File: src/rtl/tm1637_pkg.sv
// Shared constants and sequencer state encoding for the TM1637 display path.
package tm1637_pkg;

    localparam logic [7:0]  TM1637_CMD_DATA_AUTOINC = 8'h40;
    localparam logic [7:0]  TM1637_CMD_ADDR_BASE    = 8'hC0;
    localparam logic [7:0]  TM1637_CMD_DISP_CTRL    = 8'h80;
    localparam int unsigned TM1637_NUM_DIGITS       = 4;

    typedef enum logic [2:0] {
        IDLE,
        LOAD,
        STROBE,
        SETTLE,
        WAIT_BE,
        WAIT_SS,
        GAP,
        DONE
    } seq_state_t;

endpackage

File: src/rtl/tm1637_spi_sequencer_sync_2ff.sv
// 1-bit two-flop synchronizer with asynchronous reset to a chosen level.
module sync_2ff #(
    parameter logic RESET_VALUE = 1'b0
) (
    input  logic clk,
    input  logic rst,
    input  logic d,
    output logic q
);

    logic meta;

    // Two-stage capture of the asynchronous input.
    always_ff @(posedge clk or posedge rst) begin
        if (rst) begin
            meta <= RESET_VALUE;
            q    <= RESET_VALUE;
        end else begin
            meta <= d;
            q    <= meta;
        end
    end

endmodule

File: src/rtl/tm1637_spi_sequencer.sv
// Sequences the three TM1637 refresh frames (data command, address + four
// digits, display control) through an spi_master's wr/buffempty/ss handshake.
// Optional watchdog on the handshake waits: define TM1637_SEQ_TIMEOUT_EN.
module tm1637_spi_sequencer
    import tm1637_pkg::*;
#(
    parameter int unsigned GAP_CYCLES     = 16,
    parameter logic [2:0]  SPI_PRESCALLER = 3'd4,
    parameter int unsigned TIMEOUT_CYCLES = 65535
) (
    input  logic        clk,
    input  logic        rst,
    input  logic        start,
    input  logic [31:0] digits,
    input  logic [2:0]  brightness,
    input  logic        display_on,
    output logic        busy,
    output logic        done,
    output logic        error,
    output logic [7:0]  spi_data_in,
    output logic        spi_wr,
    input  logic        spi_buffempty,
    input  logic        spi_ss,
    output logic        spi_lsbfirst,
    output logic [1:0]  spi_mode,
    output logic [2:0]  spi_prescaller
);

    localparam logic [15:0] GAP_LAST       = 16'(GAP_CYCLES - 1);
    localparam logic [15:0] SETTLE_LAST    = 16'd2;
    localparam logic [2:0]  LAST_DIGIT_IDX = 3'(TM1637_NUM_DIGITS);

    seq_state_t  state;
    logic [1:0]  frame;
    logic [2:0]  idx;
    logic [15:0] cnt;
    logic [31:0] dig_q;
    logic [2:0]  bri_q;
    logic        on_q;
    logic        be_s;
    logic        ss_s;
    logic [7:0]  cur_byte;
    logic        byte_is_last;

    assign spi_lsbfirst   = 1'b1;
    assign spi_mode       = 2'b11;
    assign spi_prescaller = SPI_PRESCALLER;

    sync_2ff #(.RESET_VALUE(1'b1)) u_sync_be (
        .clk (clk),
        .rst (rst),
        .d   (spi_buffempty),
        .q   (be_s)
    );

    sync_2ff #(.RESET_VALUE(1'b1)) u_sync_ss (
        .clk (clk),
        .rst (rst),
        .d   (spi_ss),
        .q   (ss_s)
    );

    // Byte to transmit for the current frame/index, from the latched inputs.
    always_comb begin
        cur_byte     = '0;
        byte_is_last = 1'b1;
        case (frame)
            2'd0: cur_byte = TM1637_CMD_DATA_AUTOINC;
            2'd1: begin
                byte_is_last = (idx == LAST_DIGIT_IDX);
                case (idx)
                    3'd1:    cur_byte = dig_q[7:0];
                    3'd2:    cur_byte = dig_q[15:8];
                    3'd3:    cur_byte = dig_q[23:16];
                    3'd4:    cur_byte = dig_q[31:24];
                    default: cur_byte = TM1637_CMD_ADDR_BASE;
                endcase
            end
            default: cur_byte = TM1637_CMD_DISP_CTRL | {4'b0000, on_q, bri_q};
        endcase
    end

`ifdef TM1637_SEQ_TIMEOUT_EN
    localparam logic [15:0] WD_LAST = 16'(TIMEOUT_CYCLES - 1);
    logic [15:0] wd;
`else
    assign error = 1'b0;
`endif

    // Refresh state machine with registered handshake outputs.
    always_ff @(posedge clk or posedge rst) begin
        if (rst) begin
            state       <= IDLE;
            busy        <= 1'b0;
            done        <= 1'b0;
            spi_wr      <= 1'b0;
            spi_data_in <= '0;
            frame       <= '0;
            idx         <= '0;
            cnt         <= '0;
            dig_q       <= '0;
            bri_q       <= '0;
            on_q        <= 1'b0;
`ifdef TM1637_SEQ_TIMEOUT_EN
            wd          <= '0;
            error       <= 1'b0;
`endif
        end else begin
            done <= 1'b0;
            case (state)
                IDLE: begin
                    if (start) begin
                        dig_q <= digits;
                        bri_q <= brightness;
                        on_q  <= display_on;
                        busy  <= 1'b1;
                        frame <= '0;
                        idx   <= '0;
                        state <= LOAD;
`ifdef TM1637_SEQ_TIMEOUT_EN
                        error <= 1'b0;
`endif
                    end
                end
                LOAD: begin
                    spi_data_in <= cur_byte;
                    spi_wr      <= 1'b0;
                    state       <= STROBE;
                end
                STROBE: begin
                    spi_wr <= 1'b1;
                    cnt    <= '0;
                    state  <= SETTLE;
                end
                SETTLE: begin
                    spi_wr <= 1'b0;
                    if (cnt == SETTLE_LAST) begin
                        state <= WAIT_BE;
`ifdef TM1637_SEQ_TIMEOUT_EN
                        wd    <= '0;
`endif
                    end else begin
                        cnt <= cnt + 16'd1;
                    end
                end
                WAIT_BE: begin
                    if (be_s) begin
                        if (!byte_is_last) begin
                            idx   <= idx + 3'd1;
                            state <= LOAD;
                        end else begin
                            state <= WAIT_SS;
`ifdef TM1637_SEQ_TIMEOUT_EN
                            wd    <= '0;
`endif
                        end
                    end
`ifdef TM1637_SEQ_TIMEOUT_EN
                    else if (wd == WD_LAST) begin
                        error  <= 1'b1;
                        spi_wr <= 1'b0;
                        done   <= 1'b1;
                        state  <= DONE;
                    end else begin
                        wd <= wd + 16'd1;
                    end
`endif
                end
                WAIT_SS: begin
                    if (ss_s) begin
                        cnt   <= '0;
                        state <= GAP;
                    end
`ifdef TM1637_SEQ_TIMEOUT_EN
                    else if (wd == WD_LAST) begin
                        error  <= 1'b1;
                        spi_wr <= 1'b0;
                        done   <= 1'b1;
                        state  <= DONE;
                    end else begin
                        wd <= wd + 16'd1;
                    end
`endif
                end
                GAP: begin
                    if (cnt == GAP_LAST) begin
                        if (frame != 2'd2) begin
                            frame <= frame + 2'd1;
                            idx   <= '0;
                            state <= LOAD;
                        end else begin
                            done  <= 1'b1;
                            state <= DONE;
                        end
                    end else begin
                        cnt <= cnt + 16'd1;
                    end
                end
                // done was raised on entry so busy stays high through the pulse.
                DONE: begin
                    busy  <= 1'b0;
                    state <= IDLE;
                end
                default: state <= IDLE;
            endcase
        end
    end

endmodule
File: config.mk
export PLATFORM = sky130hd
export DESIGN_NAME = tm1637_spi_sequencer
export DESIGN_NICKNAME = d
export VERILOG_FILES = /design/src/rtl/tm1637_pkg.sv /design/src/rtl/tm1637_spi_sequencer_sync_2ff.sv /design/src/rtl/tm1637_spi_sequencer.sv
export SDC_FILE = /design/constraint.sdc
export NUM_CORES = 1
export LEC_CHECK = 0
export CAP_MARGIN = 20
export CORE_MARGIN = 2
export CORE_UTILIZATION = 30
export DETAILED_ROUTE_END_ITERATION = 10
export GPL_ROUTABILITY_DRIVEN = 1
export SLEW_MARGIN = 20
export SYNTH_ARGS = -nofsm -noshare
export SYNTH_HDL_FRONTEND = slang
export SYNTH_SLANG_ARGS = --single-unit
export TNS_END_PERCENT = 30
File: constraint.sdc
create_clock -name clk -period 2.7 [get_ports clk]
set_clock_uncertainty 0.2 [all_clocks]
set_input_delay 0.54 -clock clk [delete_from_list [all_inputs] [get_ports clk]]
set_output_delay 0.54 -clock clk [all_outputs]
set_load 0.01 [all_outputs]
==> summary.txt, run 1 <==
Die
  • Height of the chip: 116 um
  • Initial core utilization: 0.309
  • Die area: 13,400 um^2
  • Site Rows: 40
  • Die span in x: 116 um
  • Io pins: 59
  • Core Area: 12,100 um^2

Timing
  • Final setup vio count: 0
  • Final Hold Viols: 0
  • Slew margin rel.: 0.648
  • Slew @ Worst Pin: 0.524 ns
  • Crit path time final: 2.39 ns
  • Max Fclk: 418 MHz
  • RSZ-0062 raised after global routing: no
  • Fin worst setup slack: 0.307 ns
  • Fin Setup TNS: 0 ns
  • Max-slew violation count: 0
  • Worst hold margin: 0.156 ns
  • Final period utilization: 0.886

Synth
  • Fraction of the yosys area taken by sequential cells: 0.502
  • Synth Instances: 346
  • Post-synth cell types: 49
  • Yosys top cell by area: dfrtp_1
  • Mapped Avg Cell Area: 10.8 um^2
  • Predominant post-synthesis flop cell: dfrtp_1
  • Flops & latches, synth: 75
  • FFs w/ async S/R, synth: 1.00
  • Post-Syn Area: 3750 um^2
  • Top cell type's share of synthesized area: 0.474
  • Number of synthesized flops with an enable pin: 0
  • YS warnings: 0
  • Synth top area cells: dfrtp_1, mux2_2, o21ai_0

GRT
  • Largest net degree at the start of global routing: 76
  • Overflow after GRT: 0
  • Vias in the first global route: 2,833
  • Initial antenna violation count: 0
  • GR Util All Layers: 0.135
  • First-pass GRT wire length: 13.9 mm

Power and ir drop
  • Pwr dens: 982 nW/um^2
  • Static Leak: 0.00199 uW
  • Peak VDD IR: 0.331 mV
  • Total power: 4650 uW

Route
  • DRT antenna net count: 0
  • Post-route DRC: 0
  • Post-DR wirelength/cell: 15.0 um
  • Via count: 2,800
  • Vias/cell: 4.92
  • DRT Pass-1 Iters: 4
  • Initial DRC Count: 182
  • WL final: 8.51 mm

Clocking
  • Clk_lat worst skew: 0.34 ns
  • CTS Sinks: 75
  • Clk slew on worst S/H paths: 0.06 ns
  • H-tree levels: 3
  • Cts repair resizes: 0
  • CTS Buffer Depth: 2
  • Post CTS Setup Buffer Count: 0
  • Total CTS buffers: 9
  • CTS tree: done
  • Root buffer cell: clkbuf_16
  • Hold_buf cts: 0

Setup path
  • CP max FO: 8
  • Kind of critical path: flip-flop to flip-flop
  • Crit start category: flip-flop
  • R2R setup slack: 0.31 ns
  • Critical Path RT: 2.72 ns
  • Worst setup EP type: flip-flop
  • Arr. time, crit path: 2.41 ns

Layout
  • Diode count: 0
  • Commonest cells after routing, fill and taps aside: dfrtp_1, clkdlybuf4s50_1, mux2_2
  • Final #Nets: 448
  • Fraction of final layout cells sized beyond drive strength 1: 0.190
  • P&R area growth vs syn: 26.4%
  • Commonest non-fill, non-tap cell in the layout: dfrtp_1
  • Final core occ: 0.391
  • Fillers: 1,198

Hold path
  • Min-Delay Path Class: flip-flop to flip-flop

Place
  • Placer Congestion: 0.782
  • IO Port Bufs: 51
  • Pre-CTS setup slack: 0.322 ns
  • HPWL after DPL: 5.97 mm

Outcome
  • Outcome: finished clean

Flow run
  • Max Cap Viol: 0
## registers in the layout, summed over array words and instances, names as in the netlist
| register | count |
|---|---|
| busy | 1 |
| u_sync_be.q | 1 |
| state | 3 |
| on_q | 1 |
| bri_q | 3 |
| idx | 3 |
| cnt | 16 |
| spi_data_in | 8 |
| u_sync_ss.q | 1 |
| dig_q | 32 |
| spi_wr | 1 |
| u_sync_ss.meta | 1 |
| u_sync_be.meta | 1 |
| frame | 2 |
| done | 1 |
## per-stage QoR
step	std cells	area [um^2]
after floorplan	351	3760
after global placement	554	4450
after detailed placement	554	4450
after CTS	569	4730
after global routing	569	4730
final	569	4730
## cell usage after synthesis, drive strengths merged, types with 2 or more instances
library cell and instances:
nor3 3, ha 10, inv 13, and4 2, nor2b 4, a22oi 16
nand3 8, dfrtp 71, nand4 2, nor3b 2, a31oi 10, o22ai 4
nor4 4, a21oi 12, nor2 15, conb 2, a22o 2, mux2 39
nand2 32, nand2b 3, a32oi 2, buf 16, dfstp 4, mux2i 3
o21ai 29, clkbuf 8, nand3b 2, and3 9, a221oi 3, or3 2
a21o 3, a41oi 3
## cell type report
class                      instances  area (um^2)  area share
sequential                        75         1880       0.398
multi-input combinational        239         1710       0.360
timing repair buffer              59          608       0.128
clock buffer                      11          253      0.0534
tap                              168          210      0.0444
inverter                          13         48.8      0.0103
clock inverter                     4         26.3     0.00555
## critical path, stage by stage (launching register included)
cell,delay (ns)
dfrtp_1,0.41
inv_1,0.08
ha_1,0.23
and2_1,0.26
nor3_1,0.27
a21oi_1,0.11
or3_4,0.41
mux2_4,0.31
## path summary, 6_finish.rpt
check / startpoint / end / depth (start not counted)
worst max-delay path: idx[0] / idx[0] / 7
worst min-delay path: u_sync_be.meta / u_sync_be.q / 0
worst max register to register: idx[0] / idx[0] / 7
worst min register to register: u_sync_be.meta / u_sync_be.q / 0
max in group asynchronous: rst / u_sync_ss.meta / 3
min in group asynchronous: rst / dig_q[14] / 3
## power by group
part	internal, uW	switching (uW)
clock	665	454
sequential	1530	300
combinational	860	841
## per-layer routing
| layer | routed length, um | GRT usage | share of wire | up-vias |
|---|---|---|---|---|
| met3 | 551 | 0.0408 | 0.065 | 14 |
| met1 | 3870 | 0.173 | 0.45 | 1358 |
| met5 | 0 | 0 | 0 | - |
| li1 | - | - | - | 1346 |
| met2 | 3910 | 0.215 | 0.46 | 82 |
| met4 | 183 | 0.0548 | 0.021 | 0 |
## logic make-up after synthesis
family / count (synthesis) / share of synthesized area
xor+xnor: 1 / 0.00234
buf+inv: 37 / 0.0474
simple gates: 90 / 0.133
fa+ha+maj: 10 / 0.0334
compound gates: 89 / 0.153
mux: 42 / 0.127
flops: 75 / 0.502
other cells: 2 / 0.00200
Power figures use the tool's default switching activity.
==> run 2: changes to the inputs <==
--- a/config.mk
+++ b/config.mk
@@ -5,6 +5,7 @@
 export SDC_FILE = /design/constraint.sdc
 export NUM_CORES = 1
 export LEC_CHECK = 0
+export ABC_CLOCK_PERIOD_IN_PS = 2700
 export CAP_MARGIN = 20
 export CORE_MARGIN = 2
 export CORE_UTILIZATION = 30
==> results of run 2 <==
Same layout as run 1: the final DEF is identical, and so are final timing and power.
